--- src/rtl/delivery_game_uc.sv ---
// delivery_game_uc: control unit for the delivery game.
// Sequences the datapath through start, continuous map scrolling, periodic
// ultrasonic velocity measurement with timeout recovery, pause and game over.
// Moore FSM: every datapath control is decoded from the state register only.
//
// Handshake note: there is no valid/ready channel here. iniciar and pausar are
// level buttons acted on at their rising edge (in & ~prev). velocity_ready,
// velocity_timeout, end_delay and game_over are sampled every cycle while in
// the states that wait on them. get_velocity is a one-cycle request.
module delivery_game_uc #(
  parameter int MAX_RETRIES = 3
) (
  input  logic       clock,
  input  logic       reset,
  input  logic       iniciar,
  input  logic       pausar,
  input  logic       game_over,
  input  logic       velocity_ready,
  input  logic       velocity_timeout,
  input  logic       end_delay,
  output logic       zera,
  output logic       reset_ultrasonico,
  output logic       count_map,
  output logic       get_velocity,
  output logic       reset_delay,
  output logic       conta_delay,
  output logic       reset_timeout,
  output logic       conta_timeout,
  output logic       jogando,
  output logic       pausado,
  output logic       fim_jogo,
  output logic       sensor_fault,
  output logic [3:0] db_estado
);

  typedef enum logic [3:0] {
    INICIAL       = 4'd0,
    PREPARA       = 4'd1,
    MEDIR         = 4'd2,
    ESPERA_MEDIDA = 4'd3,
    RECUPERA      = 4'd4,
    ATRASO        = 4'd5,
    PAUSA         = 4'd6,
    FIM           = 4'd7
  } state_t;

  localparam logic [2:0] MAX_R = 3'(MAX_RETRIES);

  state_t     state_q;
  state_t     state_d;
  logic       iniciar_q;
  logic       pausar_q;
  logic       iniciar_edge;
  logic       pausar_edge;
  logic [2:0] retry_q;
  logic [2:0] retry_inc;
  logic       pause_req_q;
  logic       in_play;

  assign iniciar_edge = iniciar & ~iniciar_q;
  assign pausar_edge  = pausar & ~pausar_q;

  // Saturating increment of the consecutive-timeout count.
  assign retry_inc = (retry_q >= MAX_R) ? MAX_R : retry_q + 3'd1;

  assign in_play = (state_q == MEDIR) || (state_q == ESPERA_MEDIDA) ||
                   (state_q == RECUPERA) || (state_q == ATRASO);

  // Previous-value registers for the two buttons.
  always_ff @(posedge clock or posedge reset) begin
    if (reset) begin
      iniciar_q <= 1'b0;
      pausar_q  <= 1'b0;
    end else begin
      iniciar_q <= iniciar;
      pausar_q  <= pausar;
    end
  end

  // State register.
  always_ff @(posedge clock or posedge reset) begin
    if (reset) begin
      state_q <= INICIAL;
    end else begin
      state_q <= state_d;
    end
  end

  // Next-state logic; game_over has priority over every other event.
  always_comb begin
    state_d = state_q;
    case (state_q)
      INICIAL:       if (iniciar_edge) state_d = PREPARA;
      PREPARA:       state_d = MEDIR;
      MEDIR:         state_d = ESPERA_MEDIDA;
      ESPERA_MEDIDA: begin
        if (game_over)             state_d = FIM;
        else if (velocity_ready)   state_d = ATRASO;
        else if (velocity_timeout) state_d = RECUPERA;
      end
      RECUPERA:      state_d = ATRASO;
      ATRASO: begin
        if (game_over)      state_d = FIM;
        else if (end_delay) state_d = pause_req_q ? PAUSA : MEDIR;
      end
      PAUSA:         if (pausar_edge) state_d = MEDIR;
      FIM:           if (iniciar_edge) state_d = PREPARA;
      default:       state_d = INICIAL;
    endcase
  end

  // Retry counter, sticky sensor fault and pending pause request.
  // Entering PREPARA starts a fresh game, so all three are cleared there.
  // A pause request only takes effect at the end of ATRASO so the sensor is
  // never abandoned mid-measurement; it is consumed on entry to PAUSA.
  always_ff @(posedge clock or posedge reset) begin
    if (reset) begin
      retry_q      <= 3'd0;
      sensor_fault <= 1'b0;
      pause_req_q  <= 1'b0;
    end else if (state_d == PREPARA) begin
      retry_q      <= 3'd0;
      sensor_fault <= 1'b0;
      pause_req_q  <= 1'b0;
    end else begin
      if (state_q == ESPERA_MEDIDA && !game_over && velocity_ready) begin
        retry_q <= 3'd0;
      end else if (state_q == RECUPERA) begin
        retry_q <= retry_inc;
        if (retry_inc == MAX_R) sensor_fault <= 1'b1;
      end
      if (state_d == PAUSA) begin
        pause_req_q <= 1'b0;
      end else if (pausar_edge && in_play) begin
        pause_req_q <= 1'b1;
      end
    end
  end

  // Moore output decode; unlisted outputs stay 0 in each state.
  always_comb begin
    zera              = 1'b0;
    reset_ultrasonico = 1'b0;
    count_map         = 1'b0;
    get_velocity      = 1'b0;
    reset_delay       = 1'b0;
    conta_delay       = 1'b0;
    reset_timeout     = 1'b0;
    conta_timeout     = 1'b0;
    jogando           = 1'b0;
    pausado           = 1'b0;
    fim_jogo          = 1'b0;
    case (state_q)
      PREPARA: begin
        zera              = 1'b1;
        reset_ultrasonico = 1'b1;
        reset_delay       = 1'b1;
        reset_timeout     = 1'b1;
      end
      MEDIR: begin
        get_velocity  = 1'b1;
        reset_timeout = 1'b1;
        reset_delay   = 1'b1;
        count_map     = 1'b1;
        jogando       = 1'b1;
      end
      ESPERA_MEDIDA: begin
        conta_timeout = 1'b1;
        count_map     = 1'b1;
        jogando       = 1'b1;
      end
      RECUPERA: begin
        reset_ultrasonico = 1'b1;
        reset_timeout     = 1'b1;
        reset_delay       = 1'b1;
        count_map         = 1'b1;
        jogando           = 1'b1;
      end
      ATRASO: begin
        conta_delay = 1'b1;
        count_map   = 1'b1;
        jogando     = 1'b1;
      end
      PAUSA:   pausado  = 1'b1;
      FIM:     fim_jogo = 1'b1;
      default: ;
    endcase
  end

  assign db_estado = state_q;

endmodule

--- config.mk ---
export PLATFORM = sky130hd
export DESIGN_NAME = delivery_game_uc
export DESIGN_NICKNAME = d
export VERILOG_FILES = /design/src/rtl/delivery_game_uc.sv
export SDC_FILE = /design/constraint.sdc
export NUM_CORES = 1
export LEC_CHECK = 0
export CELL_PAD_IN_SITES_DETAIL_PLACEMENT = 1
export CELL_PAD_IN_SITES_GLOBAL_PLACEMENT = 1
export CORE_MARGIN = 10
export CORE_UTILIZATION = 25
export DETAILED_ROUTE_END_ITERATION = 10
export MAX_ROUTING_LAYER = met4
export PLACE_DENSITY_LB_ADDON = 0.08
export SYNTH_ARGS = -nofsm -noshare
export SYNTH_HDL_FRONTEND = slang
export SYNTH_SLANG_ARGS = --single-unit
export TNS_END_PERCENT = 50
--- constraint.sdc ---
create_clock -name clock -period 3.9 [get_ports clock]
set_clock_uncertainty 0.1 [all_clocks]
set_input_delay 0.975 -clock clock [delete_from_list [all_inputs] [get_ports clock]]
set_output_delay 0.975 -clock clock [all_outputs]
set_load 0.1 [all_outputs]
# Word-level counts from Yosys, hierarchy flattened

Cells that the tools add are included.
Widths: inputs -> output; s select.

Register bits: 11
Input bits: 8
Output and inout port bits: 16
Logic and storage cells: 69

Add/subtract/negate cells: 1
Magnitude comparators: 1
Eq/ne operators: 11
Mux-type cells: 29
Bitwise operators: 4
Reduce and logical (&&, ||, !) cells: 17

Operator list:

| kind                | number |
|---|---|
| $mux 4              | 7 |
| $pmux 4 s7          | 1 |
| $eq 4x3->1 const B  | 5 |
| $mux 1              | 16 |
| $mux 3              | 5 |
| $eq 4x1->1 const B  | 2 |
| $eq 4x2->1 const B  | 2 |
| $reduce_bool 3->1   | 2 |
| $logic_not 4->1     | 1 |
| $reduce_bool 2->1   | 2 |
| $reduce_or 2->1     | 2 |
| $reduce_or 4->1     | 1 |
| $add 3x1->3 const B | 1 |
| $eq 3x2->1 const B  | 1 |
| $ge 3x2->1 const B  | 1 |
| $logic_and 1x1->1   | 3 |
| $logic_or 1x1->1    | 3 |
| $reduce_and 3->1    | 1 |
| $reduce_or 3->1     | 1 |
| $and 1x1->1         | 2 |
| $ne 2x2->1 const B  | 1 |
| $not 1->1           | 2 |
| $logic_not 1->1     | 1 |

# Logic depth before layout (Yosys ltp)

Depth after elaboration: 8
Gate-level depth with buffers: 7
Depth with buffers taken out: 6

# Worst setup path before layout

OpenSTA, ideal clock, no wires.

Path kind: reg2out
Start point: register state_q[0], in the netlist db_estado[0]
End point: output port reset_timeout
Data arrival time: 4.682 ns
Required time: 2.825 ns
Slack: -1.857 ns
Stages on the path, launching flop included: 6
Buffers on the path: 2
Path through: dfrtp_1 buf_6 or2b_1 nor3_1 or3_1 buf_4

Word-level cells in the longest chain between the ends: 3
Elaborated cells on any way between the ends: 5
Those cells by class: 3 x eq/ne; 1 x mux; 1 x reduce/logical

RTL lines:

| what                                 | line | text |
|---|---|---|
| start, declared                      | 49   | `state_t state_q;` |
| start signal, assigned               | 85   | `state_q <= state_d;` |
| $eq 4x2->1 (tied with other cells)   | -    |  |
| $reduce_or 3->1 (no source line) (*) | -    |  |
| $mux 1 (*)                           | -    |  |
| end, declared                        | 27   | `output logic reset_timeout,` |

Every way passes the cells marked *; elsewhere a longest branch is shown, timed or not.

# Worst setup path after layout

Start point: register state_q[2], in the netlist db_estado[2]
End point: output port reset_delay

Word-level cells in the longest chain between the ends: 3
Elaborated cells on any way between the ends: 5
Those cells by class: 3 x eq/ne; 1 x mux; 1 x reduce/logical

RTL lines:

| what                                 | line | text |
|---|---|---|
| $eq 4x2->1 (tied with other cells)   | 153  | `case (state_q)` |
| $reduce_or 3->1 (no source line) (*) | -    |  |
| $mux 1 (*)                           | 153  |  |
| end, declared                        | 25   | `output logic reset_delay,` |

Marks and branches as above.

==> reports/metrics.csv <==
stage,metric,value,unit
clock_network,CTS clock-pin slew for the worst setup and hold paths,0.07,ns
pwr,Pwr per Cell Area,396.0,nW/um^2
run_status,status,finished clean,
logic_synthesis,"top cells by area, synth","dfrtp_1 (36%), buf_6 (4.5%), inv_1 (4.0%)",
placement,Placement Cell Area,983.4,sq um
worst_setup_path,CP Cell Sequence,nand2b_1 > nor3_1 > or3_4 > buf_4,
logic_synthesis,post-synthesis sequential area ratio,0.3630,
floorplan,Core ar.,2829,sq um
placement,Final GP Congestion,0.7371,
worst_setup_path,CP max stage cell,dfrtp_1,
finish,share of layout cells above drive strength 1,0.3267,
global_route,GRT Overall Usage,0.09061,
floorplan,Die ar.,5636,sq um
timing,Max-slew headroom,0.3501,
logic_synthesis,Post-Syn Nets,89,
clock_network,deepest clock path buffer count,2,
drt,Routed Antenna Nets,0,
floorplan,Initial Util,0.2680,
timing,unrepaired setup endpoints after global routing,no,
finish,synthesis-to-layout area growth,33.17,%
timing,Final setup viols,0,
placement,dpl hpwl,1727,microns
placement,port bufs,23,
drt,post-DR wirelength/cell,16.64,microns
floorplan,Die Y-Extent,75.07,microns
clock_network,H-tree levels,1,
worst_setup_path,"setup slack, reg-to-reg",1.80,ns
worst_setup_path,critical setup path kind,flip-flop to output port,
logic_synthesis,number of enable flip-flop cells after synthesis,0,
logic_synthesis,Synth area leader,dfrtp_1,
clock_network,# clock sinks,11,
drt,Vias/cell,5.053,
clock_network,"Hold-fix buffers, CTS",0,
logic_synthesis,flop and latch count out of synthesis,11,
timing,period utilization,0.8297,
placement,DP Cell Count,128,
pwr,worst-case vdd ir drop,0.1668,mV
clock_network,CTS-repair resized insts,0,
floorplan,IO Pins,24,
drt,WL final,2197,microns
timing,Worst-Margin Slew,0.9718,ns
global_route,number of global-route vias before repair,753,
worst_setup_path,Worst Path Required,2.82,ns
logic_synthesis,Post-Syn Area,758.2,sq um
clock_network,Root Buffer,clkbuf_4,
finish,"final std cell area, no fill",1010,sq um
logic_synthesis,post-synthesis cell count,79,
drt,# DRC,0,
worst_setup_path,CP peak stage delay,0.66,ns
worst_setup_path,Crit path arrival time,2.16,ns
finish,Final nets,112,
timing,sum of negative setup slack,0,ns
worst_setup_path,Critical Path Start Type,flip-flop,
pwr,leakage,0.4361,nW
timing,post-layout minimum cycle time,3.236,ns
logic_synthesis,mean post-synth cell area,9.598,sq um
floorplan,Std-Cell Rows,19,
drt,iteration count of the initial detailed-routing pass,4,
drt,Vias,667,
logic_synthesis,Most used DFF post-synth,dfrtp_1,
clock_network,worst-skew pair later-pin latency,0.27,ns
global_route,GRT overflow,0,
logic_synthesis,yosys warns,0,
worst_setup_path,element type at the critical path end,output port,
global_route,largest net degree at the start of global routing,14,
clock_network,postcts setup bufs,0,
logic_synthesis,ys async rst share,1.000,
clock_network,cts bufs inserted,3,
clock_network,TritonCTS clock tree,built,
timing,Pins Over Slew Limit,0,
drt,initial drt markers,43,
timing,f_max,309.1,MHz
pwr,Pwr Total,0.3998,mW
run,total of max-cap violations,0,
global_route,first-pass GRT wire length,3760,microns
finish,"commonest cells after routing, fill and taps aside","buf_4 (15), dfrtp_1 (11), inv_1 (8), clkdlybuf4s50_1 (8), o21ai_0 (5)",
timing,Fin. Hold Viols,0,
global_route,initial antenna violation count,0,
worst_hold_path,Hold Path Class,flip-flop to flip-flop,
floorplan,Die X,75.07,microns
worst_setup_path,Critical Path Fanout Max,11,
finish,"leading cell type in the layout, fill and taps excluded",buf_4,
finish,ant diodes,0,
finish,Post-Layout Cell Count,132,
logic_synthesis,top cell type's share of synthesized area,0.3630,
logic_synthesis,post-synthesis cell type count,35,
-- layer usage --
layer	global-route usage	wire, microns	part of all wire
met1	0.1120	1045	0.48
met2	0.1276	955	0.43
met3	0.02365	143	0.065
met4	0.05672	52	0.024
met5	-	0	0
-- power by group --
| part | switching, mW | leakage (nW) | internal [mW] | total (mW) |
|---|---|---|---|---|
| Combinational | 0.129 | 0.276 | 0.0480 | 0.177 |
| Sequential | 0.0193 | 0.145 | 0.124 | 0.143 |
| Clock | 0.0396 | 0.0150 | 0.0397 | 0.0793 |
| Total | 0.188 | 0.436 | 0.212 | 0.400 |
-- kinds of logic (layout without fill, tap and decap cells) --
group,after synthesis,in the layout,synth area share
AOI/OAI and AO/OA,23,23,0.2393
and+or+nand+nor,27,27,0.2343
other,1,1,0.004946
xor gates and xnor gates,1,1,0.01155
DFF,11,11,0.3630
buffers and inverters,14,36,0.1139
adders and majority gates,2,2,0.03300
-- sequential cells by signal, indices dropped and copies added (netlist names) --
| signal | count |
|---|---|
| retry_q | 3 |
| db_estado | 4 |
| sensor_fault | 1 |
| pause_req_q | 1 |
| iniciar_q | 1 |
| pausar_q | 1 |
-- final cells by class --
type                            count  area (sq um)
Clock buffer                        4         26.28
Fill cell                         325          1819
Multi-Input combinational cell     54         426.7
Inverter                            8         30.03
Sequential cell                    11         275.3
Tap cell                           31         38.79
Timing Repair Buffer               24         212.7
-- per-stage QoR --
| step | util | setup slack (ns) | hold slack (ns) |
|---|---|---|---|
| 2_1_floorplan | - | -0.1140 | 0.4309 |
| 3_3_place_gp | 0.3476 | 0.8974 | 0.4172 |
| 3_5_place_dp | 0.3476 | 0.8546 | 0.4444 |
| 4_1_cts | 0.3569 | 0.6415 | 0.4602 |
| 5_1_grt | 0.3569 | 0.3987 | 0.5053 |
| 6_report | 0.3569 | 0.6643 | 0.4484 |
-- path summary, 6_finish.rpt --
| check | from | endpoint | cells past startpoint |
|---|---|---|---|
| setup reg to reg | db_estado[2] | retry_q[1] | 6 |
| min in group asynchronous | reset | pausar_q | 2 |
| setup / recovery | db_estado[2] | reset_delay | 4 |
| hold reg to reg | sensor_fault | sensor_fault | 2 |
| hold / removal | sensor_fault | sensor_fault | 2 |
| max in group asynchronous | reset | db_estado[3] | 2 |
-- cells in the mapped netlist (all sizes together) (2+ instances only) --
cell type	instances
ha	2
nor2	3
o21ai	5
nor3b	2
and2b	2
buf	6
dfrtp	11
nor3	6
nor2b	2
nand2b	2
or3	4
a31oi	2
o31ai	3
inv	8
a21oi	4
a211oi	2
-- critical path, delay by kind of cell, from the launching register on --
family | cells | cell delay (ns)
flops | 1 | 0.66
buf+inv | 1 | 0.28
simple gates | 3 | 0.94
(Power assumes the default switching activity.)
==> RTL edit, RTL diff (same flow settings) <==
Make the reset (`reset`) synchronous in 3 clocked blocks.
--- a/src/rtl/delivery_game_uc.sv
+++ b/src/rtl/delivery_game_uc.sv
@@ -67,7 +67,7 @@
                    (state_q == RECUPERA) || (state_q == ATRASO);
 
   // Previous-value registers for the two buttons.
-  always_ff @(posedge clock or posedge reset) begin
+  always_ff @(posedge clock) begin
     if (reset) begin
       iniciar_q <= 1'b0;
       pausar_q  <= 1'b0;
@@ -78,7 +78,7 @@
   end
 
   // State register.
-  always_ff @(posedge clock or posedge reset) begin
+  always_ff @(posedge clock) begin
     if (reset) begin
       state_q <= INICIAL;
     end else begin
@@ -113,7 +113,7 @@
   // Entering PREPARA starts a fresh game, so all three are cleared there.
   // A pause request only takes effect at the end of ATRASO so the sensor is
   // never abandoned mid-measurement; it is consumed on entry to PAUSA.
-  always_ff @(posedge clock or posedge reset) begin
+  always_ff @(posedge clock) begin
     if (reset) begin
       retry_q      <= 3'd0;
       sensor_fault <= 1'b0;
Check against the original RTL: differs if reset is asserted again (counterexample within 4 cycles, from zero or initial values and one cycle with reset high); with reset held inactive, the same outputs for 10 cycles.
==> RTL edit against the unedited design <==
Cell area fell by 0.99%. Routed wire length rose by 3.7%. Core utilization fell by 2.4 points. Die area rose by 1.3%. Synthesized area rose by 1.8%. Synthesized cell count rose by 13%. Worst setup slack improved by 0.39 ns. Sequential cell count did not move. Largest cell class unchanged.
Power is not compared: it rests on default switching activity, and its combinational part moved more than twofold at a synthesized area within 25%.
==> RTL edit: results (changes against the unedited design) <==
The leakage component of the power is 0.388 nW. The data arrival time of the worst path is 1.77 ns (-0.39 ns). The maximum cell stage delay along the critical path is 0.58 ns (-0.08 ns). By area the synthesized netlist is led by dfxtp_1 29%, nor3_1 5.2%, a211oi_1 4.9%.

The global placer's final weighted congestion came out at 0.754 (+2.3%). The synthesized-area fraction occupied by ao, oa, aoi and oai cells was 25.6% (+1.7 points). The net count after synthesis was 99 (+11%). The via count of the first global-routing pass came out at 742 (-1.5%).

The maximum level of the CTS H-tree is 1 (unchanged). The first-pass iteration count of the detailed router is 4 (unchanged). The number of antenna repair diodes came out at 0 (unchanged).

In this run the clock root is driven by a clkbuf_4. The count of maximum capacitance violations is 0 (unchanged). The count of input and output buffers was 23 (unchanged). The instance count along the most critical hold path is 2 (unchanged). The count of yosys warnings during synthesis is 0 (unchanged). The remaining number of nets flagged by the antenna check after routing is 0 (unchanged). The adder-cell share of the synthesized area came to 3.24% (-0.059 points). The fraction of registers with async set/reset is 0% (-100 points). The transition at the pin with the smallest max-transition slack came out at 0.971 ns (-0.000942 ns). The number of vias after detailed routing is 728 (+9.1%). The clock network latency to the later pin of the worst-skew pair came out at 0.27 ns (about the same). The number of antenna violations at the first check in global routing is 0 (unchanged).

The count of routing violations after the opening detailed-route iteration was 34 (-21%). The number of filler instances in the final layout came out at 365 (+12%). The overall routing resource usage is 8.74% (-0.32 points). By count the netlist is led by 11 x dfxtp_1, 9 x nor2_1, 8 x nor3_1.

The largest voltage drop on the vdd net came out at ~0.00019 V. The maximum number of pins on one net before global-route repair came out at 14 (unchanged). The biggest fanout along the worst timing path is 11 (unchanged). The routed wire length per instance came out at 15.9 µm (-4.2%). The setup slack of the most critical reg-to-reg path is 1.69 ns (-0.11 ns). The fraction of synthesized area in multiplexers came out at 0% (unchanged). The global-route wire length before repair is 3740 µm (-0.56%). The post-CTS setup buffer count is 0 (unchanged). The CTS clock-pin slew for the worst setup and hold paths is 0.07 ns (about the same). The sequential fraction of the synthesis area is 28.5% (-7.8 points). The share of layout cells above drive strength 1 is 28.2% (-4.5 points). The estimated wirelength of the detail-placed design is 1840 µm (+6.7%). The class of the tightest hold or removal check is reg2reg. The cell depth of the worst flop-to-flop path came out at 5 (-1). The post-cts sizing count came out at 0 (unchanged).

The number of nets in the layout is 121 (+8.0%). The flip-flop count of the largest register after layout came out at 4 (unchanged). The worst-case clock buffer depth is 2 (unchanged).

The cell with the largest stage delay on the worst path is dfxtp_1. The TritonCTS buffer count came out at 3 (unchanged). The flow ran to the end, and the final reports show no timing, DRC or antenna violations.

The xor and xnor area share after synthesis is 1.13% (-0.021 points). The count of unique library cells instantiated by Yosys came out at 35 (unchanged).
RTL edit: changes by cell type after synthesis, moves of 3 or more:
cell	unedited run	this run
dfrtp_1	11	0
or3_1	4	0
a21oi_1	3	7
dfxtp_1	0	11
inv_1	8	4
nor2_1	3	9
nor3_1	5	8
a211oi_1	0	5
RTL edit: layout make-up:
type | instances | area, µm² | area share, %
Multi-Input combinational cell | 68 | 503 | 50.3
Sequential cell | 11 | 220 | 22.0
Timing Repair Buffer | 23 | 193 | 19.3
Tap cell | 33 | 41.3 | 4.13
Clock buffer | 3 | 22.5 | 2.25
Inverter | 4 | 15.0 | 1.50
Clock inverter | 1 | 5.00 | 0.501
RTL edit: worst paths after layout:
path / startpoint / end
setup / recovery: db_estado[1] / reset_timeout
hold / removal: sensor_fault / sensor_fault
setup reg to reg: db_estado[3] / retry_q[0]
hold reg to reg: sensor_fault / sensor_fault
RTL edit: worst max-delay path, delay by kind of cell (launching register included):
kind                   cells  cell delay, ns
DFF                        1            0.58
and+or+nand+nor            2            0.36
buffers and inverters      1            0.31
AOI/OAI and AO/OA          2            0.24
RTL edit: logic make-up after synthesis:
family | count (synthesis)
AOI/OAI and AO/OA | 25
and+or+nand+nor | 39
DFF | 11
buffers and inverters | 10
other | 1
adders and majority gates | 2
xor gates and xnor gates | 1
RTL edit: layer usage:
| layer | global-route usage [%] | vias up | routed length [µm] |
|---|---|---|---|
| met5 | - | - | 0 |
| met4 | 1.86 | 0 | 13 |
| met3 | 3.26 | 2 | 172 |
| met2 | 13.7 | 17 | 1060 |
| met1 | 10.5 | 342 | 1030 |
| li1 | - | 367 | - |
RTL edit: per-stage QoR:
stage                     hold slack [ns]  instances  cell area [µm²]  worst slack, ns  util [%]
after floorplan                     0.396         89              788           -0.486         -
after global placement              0.417        139              972             1.08      32.4
after detailed placement            0.413        139              972             1.08      32.4
after CTS                           0.427        143             1000             1.00      33.3
after global routing                0.489        143             1000            0.831      33.3
final                               0.421        143             1000             1.05      33.3
RTL edit: where the power goes:
part	leakage, nW	switching, mW	total (mW)	internal (mW)
Sequential	0.0896	0.00406	0.118	0.114
Combinational	0.280	0.0238	0.0380	0.0142
Clock	0.0177	0.0397	0.0776	0.0379
Total	0.388	0.0675	0.234	0.166
